## config.mk

```make
export PLATFORM = sky130hd
export DESIGN_NAME = adder_pipe_param
export DESIGN_NICKNAME = d
export VERILOG_FILES = /design/src/rtl/fmac_pkg.sv /design/src/rtl/adder_segment.sv /design/src/rtl/adder_pipe_param.sv
export SDC_FILE = /design/constraint.sdc
export NUM_CORES = 1
export LEC_CHECK = 0
export ABC_AREA = 1
export CELL_PAD_IN_SITES_DETAIL_PLACEMENT = 0
export CELL_PAD_IN_SITES_GLOBAL_PLACEMENT = 1
export CORE_ASPECT_RATIO = 0.5
export CORE_MARGIN = 2
export CORE_UTILIZATION = 37
export DETAILED_ROUTE_END_ITERATION = 7
export GPL_TIMING_DRIVEN = 0
export PLACE_DENSITY = 0.89
export SLEW_MARGIN = 40
export SYNTH_ARGS = -nofsm -noshare
export SYNTH_HDL_FRONTEND = slang
export SYNTH_SLANG_ARGS = --single-unit
```

## constraint.sdc

```tcl
create_clock -name clk -period 10.28 [get_ports clk]
set_input_delay 1.028 -clock clk [delete_from_list [all_inputs] [get_ports clk]]
set_output_delay 1.028 -clock clk [all_outputs]
set_load 0.01 [all_outputs]
```

## src/rtl/fmac_pkg.sv

```systemverilog
// fmac_pkg: shared FMAC datapath constants, legal ranges and helpers
package fmac_pkg;
   localparam logic ADD_MODE_ADD = 1'b0;
   localparam logic ADD_MODE_SUB = 1'b1;
   localparam int ADD_WIDTH_MIN = 2;
   localparam int ADD_WIDTH_MAX = 64;
   localparam int ADD_STAGES_MIN = 1;
   function automatic int ceil_div(input int n, input int d);
      return (n + d - 1) / d;
   endfunction
endpackage

```

## src/rtl/adder_segment.sv

```systemverilog
// adder_segment: combinational ripple of full adders over one carry-chain segment
module adder_segment #(
   parameter int W = 8
) (
   input  logic [W-1:0] a,
   input  logic [W-1:0] b,
   input  logic         cin,
   output logic [W-1:0] s,
   output logic         cout
);
   logic c;
   always_comb begin
      c = cin;
      s = '0;
      for (int i = 0; i < W; i++) begin
         s[i] = a[i] ^ b[i] ^ c;
         c = (a[i] & b[i]) | (c & (a[i] ^ b[i]));
      end
      cout = c;
   end
endmodule

```

## src/rtl/adder_pipe_param.sv

```systemverilog
// adder_pipe_param: STAGES-deep pipelined ripple adder/subtractor with valid/ready;
// define ADDER_PIPE_SAT_EN to saturate s on signed overflow
module adder_pipe_param
   import fmac_pkg::*;
#(
   parameter int WIDTH  = 16,
   parameter int STAGES = 2
) (
   input  logic             clk,
   input  logic             rst,
   input  logic             in_valid,
   output logic             in_ready,
   input  logic [WIDTH-1:0] a,
   input  logic [WIDTH-1:0] b,
   input  logic             cin,
   input  logic             sub,
   output logic             out_valid,
   input  logic             out_ready,
   output logic [WIDTH-1:0] s,
   output logic             cout,
   output logic             ovf
);
   localparam int SEG = ceil_div(WIDTH, STAGES);

   if (WIDTH < ADD_WIDTH_MIN || WIDTH > ADD_WIDTH_MAX) begin : g_bad_width
      $error("adder_pipe_param: WIDTH out of range");
   end
   if (STAGES < ADD_STAGES_MIN || STAGES > WIDTH) begin : g_bad_stages
      $error("adder_pipe_param: STAGES out of range");
   end

   logic             en;
   logic [WIDTH-1:0] a_i [STAGES];
   logic [WIDTH-1:0] b_i [STAGES];
   logic [WIDTH-1:0] s_i [STAGES];
   logic             c_i [STAGES];
   logic             v_i [STAGES];
   logic [WIDTH-1:0] a_d [STAGES];
   logic [WIDTH-1:0] a_q [STAGES];
   logic [WIDTH-1:0] b_d [STAGES];
   logic [WIDTH-1:0] b_q [STAGES];
   logic [WIDTH-1:0] s_d [STAGES];
   logic [WIDTH-1:0] s_q [STAGES];
   logic             c_d [STAGES];
   logic             c_q [STAGES];
   logic             v_d [STAGES];
   logic             v_q [STAGES];
   logic [WIDTH-1:0] res_d, res_q;
   logic             ovf_d, ovf_q;
   logic             a_msb;

   assign en       = !v_q[STAGES-1] || out_ready;
   assign in_ready = en;

   assign a_i[0] = a;
   assign b_i[0] = (sub == ADD_MODE_ADD) ? b : ~b;
   assign s_i[0] = '0;
   assign c_i[0] = (sub == ADD_MODE_SUB) ? ~cin : cin;
   assign v_i[0] = in_valid;

   for (genvar k = 0; k < STAGES; k++) begin : g_stage
      localparam int LO = k * SEG;
      if (k > 0) begin : g_link
         assign a_i[k] = a_q[k-1];
         assign b_i[k] = b_q[k-1];
         assign s_i[k] = s_q[k-1];
         assign c_i[k] = c_q[k-1];
         assign v_i[k] = v_q[k-1];
      end
      if (LO < WIDTH) begin : g_add
         localparam int SW = (LO + SEG > WIDTH) ? WIDTH - LO : SEG;
         localparam logic [WIDTH-1:0] MASK = ({WIDTH{1'b1}} >> (WIDTH - SW)) << LO;
         logic [SW-1:0] seg_s;
         adder_segment #(.W(SW)) u_seg (
            .a    (a_i[k][LO +: SW]),
            .b    (b_i[k][LO +: SW]),
            .cin  (c_i[k]),
            .s    (seg_s),
            .cout (c_d[k])
         );
         assign s_d[k] = (s_i[k] & ~MASK) | (WIDTH'(seg_s) << LO);
      end else begin : g_pass
         assign s_d[k] = s_i[k];
         assign c_d[k] = c_i[k];
      end
      assign a_d[k] = a_i[k];
      assign b_d[k] = b_i[k];
      assign v_d[k] = v_i[k];
   end

   // trailing empty stages pass operands unchanged, so the MSBs are final here
   always_comb begin
      a_msb = a_d[STAGES-1][WIDTH-1];
      ovf_d = (a_msb == b_d[STAGES-1][WIDTH-1]) && (s_d[STAGES-1][WIDTH-1] != a_msb);
`ifdef ADDER_PIPE_SAT_EN
      res_d = ovf_d ? {a_msb, {(WIDTH-1){~a_msb}}} : s_d[STAGES-1];
`else
      res_d = s_d[STAGES-1];
`endif
   end

   always_ff @(posedge clk) begin
      if (rst) begin
         for (int i = 0; i < STAGES; i++) begin
            a_q[i] <= '0;
            b_q[i] <= '0;
            s_q[i] <= '0;
            c_q[i] <= 1'b0;
            v_q[i] <= 1'b0;
         end
         res_q <= '0;
         ovf_q <= 1'b0;
      end else if (en) begin
         a_q   <= a_d;
         b_q   <= b_d;
         s_q   <= s_d;
         c_q   <= c_d;
         v_q   <= v_d;
         res_q <= res_d;
         ovf_q <= ovf_d;
      end
   end

   assign out_valid = v_q[STAGES-1];
   assign s         = res_q;
   assign cout      = c_q[STAGES-1];
   assign ovf       = ovf_q;
endmodule

```

==> key figures <==
Floorplanning
  • Starting density of the core: 38.87%
  • Core Area: 5563 sq um
  • Chip Height: 58.06 microns
  • Std-Cell Rows: 19
  • Die ar.: 6508 sq um
  • Die W: 112.1 microns
  • I/O pin count: 58

Power and ir drop
  • Worst vdd ir: 0.07267 mV
  • Pwr Total: 472.1 uW
  • P_leak: 1.294 nW
  • Power Dens Cells: 159.9 nW/um^2

Setup path
  • Crit Path Class: input port to register
  • Delay-heaviest family, CP: adder cells
  • Buf/Inv on CP: 4
  • CP endpoint kind: register
  • CP required: 10.46 ns
  • CP Cell Sequence: clkdlybuf4s50_1 -> xnor2_1 -> fa_1 -> inv_1 -> fa_1 -> inv_1 -> fa_1 -> fa_1 -> fa_1 -> fa_1 -> fa_1 -> inv_1 -> fa_1 -> nor2_1 -> nor2_1
  • Slowest CP cell: fa_1
  • Worst Path Arrival: 4.93 ns
  • Most used cell along the critical path: fa_1
  • Crit path max fanout: 1
  • Worst setup SP type: input port
  • CP max stage delay: 0.44 ns

Yosys
  • YS warnings: 0
  • XOR/XNOR Fraction of Synth Area: 6.481%
  • Synthesized area: 2162 sq um
  • Post-synth cell types: 19
  • Mux cell area share after synthesis: 0%
  • Sequential fraction of the synthesis area: 41.67%
  • Mapped Avg Cell Area: 8.159 sq um
  • Simple-gate share of the synthesized area: 20.31%
  • Largest family of logic cells by synthesized area: simple AND/OR/NAND/NOR gates
  • Mapped Nets: 320
  • Syn Inst Count: 265
  • Synth Register Bits: 45
  • Adder-Cell Fraction of Synth Area: 15.39%
  • Synth Area in Compound Gates: 8.333%

Global routing
  • Largest net degree at the start of global routing: 14
  • Tot GR Track Use: 16.48%
  • Initial antenna violation count: 0
  • Vias in the first global route: 1728
  • GRT overflow: 0
  • First-pass GRT wire length: 8.238 mm

Timing
  • Fin crit share: 46.22%
  • Final setup viols: 0
  • Fmax: 210.4 MHz
  • Tmin final: 4.752 ns
  • Unrepaired setup endpoints after global routing: false
  • Final Hold Fails: 0
  • Setup_tns: 0 ns
  • Slew margin rel.: 74.61%
  • Worst Clk Skew: 0.003472 ns
  • Worst hold slack: 0.4814 ns
  • Max Slew Vio Count: 0
  • Measured slew at the worst slew-check pin: 0.3808 ns

Routing
  • Drt first-iter violations: 52
  • Wirelength, routed: 4.884 mm
  • DRC: 0
  • Via count: 1808
  • First-pass DRT Iterations: 5
  • DR WL/cell: 12.15 microns
  • Via-to-Cell Ratio: 4.498
  • Antenna-violating nets left: 0

Layout
  • Layout Nets: 383
  • Post-Layout Cell Count: 402
  • Most common cell after layout, fill and taps aside: nor2_1
  • Final Cell Area: 2953 sq um
  • Share of post-route cells with drive strength above 1: 6.687%
  • Ant. Diodes: 0
  • Commonest non-fill, non-tap cells in the layout: 89 x nor2_1, 56 x clkdlybuf4s50_1, 45 x dfxtp_1
  • Area grow syn2layout: 36.57%

Clocking
  • TritonCTS clock tree: done
  • H-Tree Depth: 2
  • Reg clk slew, reported paths: 0.06 ns
  • Clk Latency, worst-skew pair: 0.29 ns
  • Num Clock Sinks: 45
  • Setup Fix Bufs, Post-CTS: 0
  • CTS Buffer Depth: 2
  • Post-CTS resize count: 0
  • Root Driver: clkbuf_16
  • CTS Buf Count: 5
  • Post-CTS Hold Fix Bufs: 0

Place
  • DP Wirelength: 3.689 mm
  • Post-Place Cells: 394
  • GPL Wtd Cong: 0.7980
  • # port buffers: 56
  • DP Area: 2814 sq um

Outcome
  • Outcome: finished, final reports clean

Flow run
  • Max-Cap Viols: 0

Min path
  • Worst min path class: register to register
[per-stage QoR]
stage | utilization, % | worst slack [ns]
floorplan | - | 5.595
global placement | 50.58 | 5.296
detailed placement | 50.58 | 5.267
CTS | 53.08 | 5.531
global route | 53.08 | 5.354
finish | 53.08 | 5.528
[cell families (layout without fill, tap and decap cells)]
| kind of cell | count (synthesis) | in the layout |
|---|---|---|
| AND/OR/NAND/NOR | 114 | 114 |
| XOR/XNOR | 16 | 16 |
| flip-flops | 45 | 45 |
| adder cells (fa/ha/maj) | 17 | 17 |
| AO/OA/AOI/OAI | 36 | 36 |
| buffers and inverters | 37 | 101 |
[path summary, 6_finish.rpt]
kind,startpoint,endpoint,slack (ns),cells after the start
setup / recovery,b[0],s_i[7],5.53,15
hold / removal,v_d[0],out_valid,0.48,2
setup reg to reg,a_d[8],ovf,6.35,15
hold reg to reg,v_d[0],out_valid,0.48,2
[area by class of cell]
| type | count | area, sq um |
|---|---|---|
| Buffer | 14 | 82.58 |
| Fill cell | 528 | 2610 |
| Timing Repair Buffer | 56 | 560.5 |
| Clock buffer | 6 | 128.9 |
| Tap cell | 73 | 91.34 |
| Clock inverter | 2 | 10.01 |
| Inverter | 23 | 86.33 |
| Multi-Input combinational cell | 183 | 1092 |
| Sequential cell | 45 | 900.9 |
[layer usage]
metal / vias to the layer above / wire length (microns) / track usage (%)
met5: - / 0 / 0
met1: 834 / 2338 / 21.31
li1: 931 / - / -
met3: 7 / 241 / 5.753
met2: 36 / 2236 / 26.42
met4: 0 / 68 / 5.226
[cell usage after synthesis]
| library cell | count | area, sq um |
|---|---|---|
| nor2_1 | 89 | 334.1 |
| dfxtp_1 | 45 | 900.9 |
| o21ai_0 | 35 | 175.2 |
| nand2_1 | 22 | 82.58 |
| inv_1 | 21 | 78.83 |
| fa_1 | 16 | 320.3 |
| xor2_1 | 9 | 78.83 |
| xnor2_1 | 7 | 61.31 |
| buf_2 | 6 | 30.03 |
| buf_4 | 4 | 30.03 |
| clkbuf_1 | 2 | 7.510 |
| inv_2 | 2 | 7.510 |
| a21oi_1 | 1 | 5.000 |
| buf_1 | 1 | 3.750 |
| buf_6 | 1 | 11.26 |
| ha_1 | 1 | 12.51 |
| nand2_2 | 1 | 6.260 |
| nand3_1 | 1 | 5.000 |
| nor2_4 | 1 | 11.26 |
[state kept, by name, indices dropped and copies added, names as in the netlist]
| signal | count |
|---|---|
| a_d | 8 |
| b_d | 8 |
| out_valid | 1 |
| s | 16 |
| cout | 1 |
| ovf | 1 |
| v_d | 1 |
| s_i | 8 |
| c_i | 1 |
[worst reg2reg max path: stages, from the launching register on]
cell and delay [ns]:
dfxtp_1 0.33, fa_1 0.45, fa_1 0.41, fa_1 0.41, fa_1 0.39, fa_1 0.39
inv_1 0.09, fa_1 0.18, inv_1 0.05, fa_1 0.35, inv_1 0.07, fa_1 0.42
inv_1 0.09, nand2_1 0.05, nand3_1 0.07, a21oi_1 0.06
[report_power, final]
part           total (mW)  switching, mW  internal (mW)  leakage, nW
clock               0.156         0.0668         0.0893       0.0706
sequential          0.207         0.0115          0.196        0.374
combinational       0.109         0.0513         0.0576        0.849
total               0.472          0.130          0.343         1.29
Power figures use the tool's default switching activity.
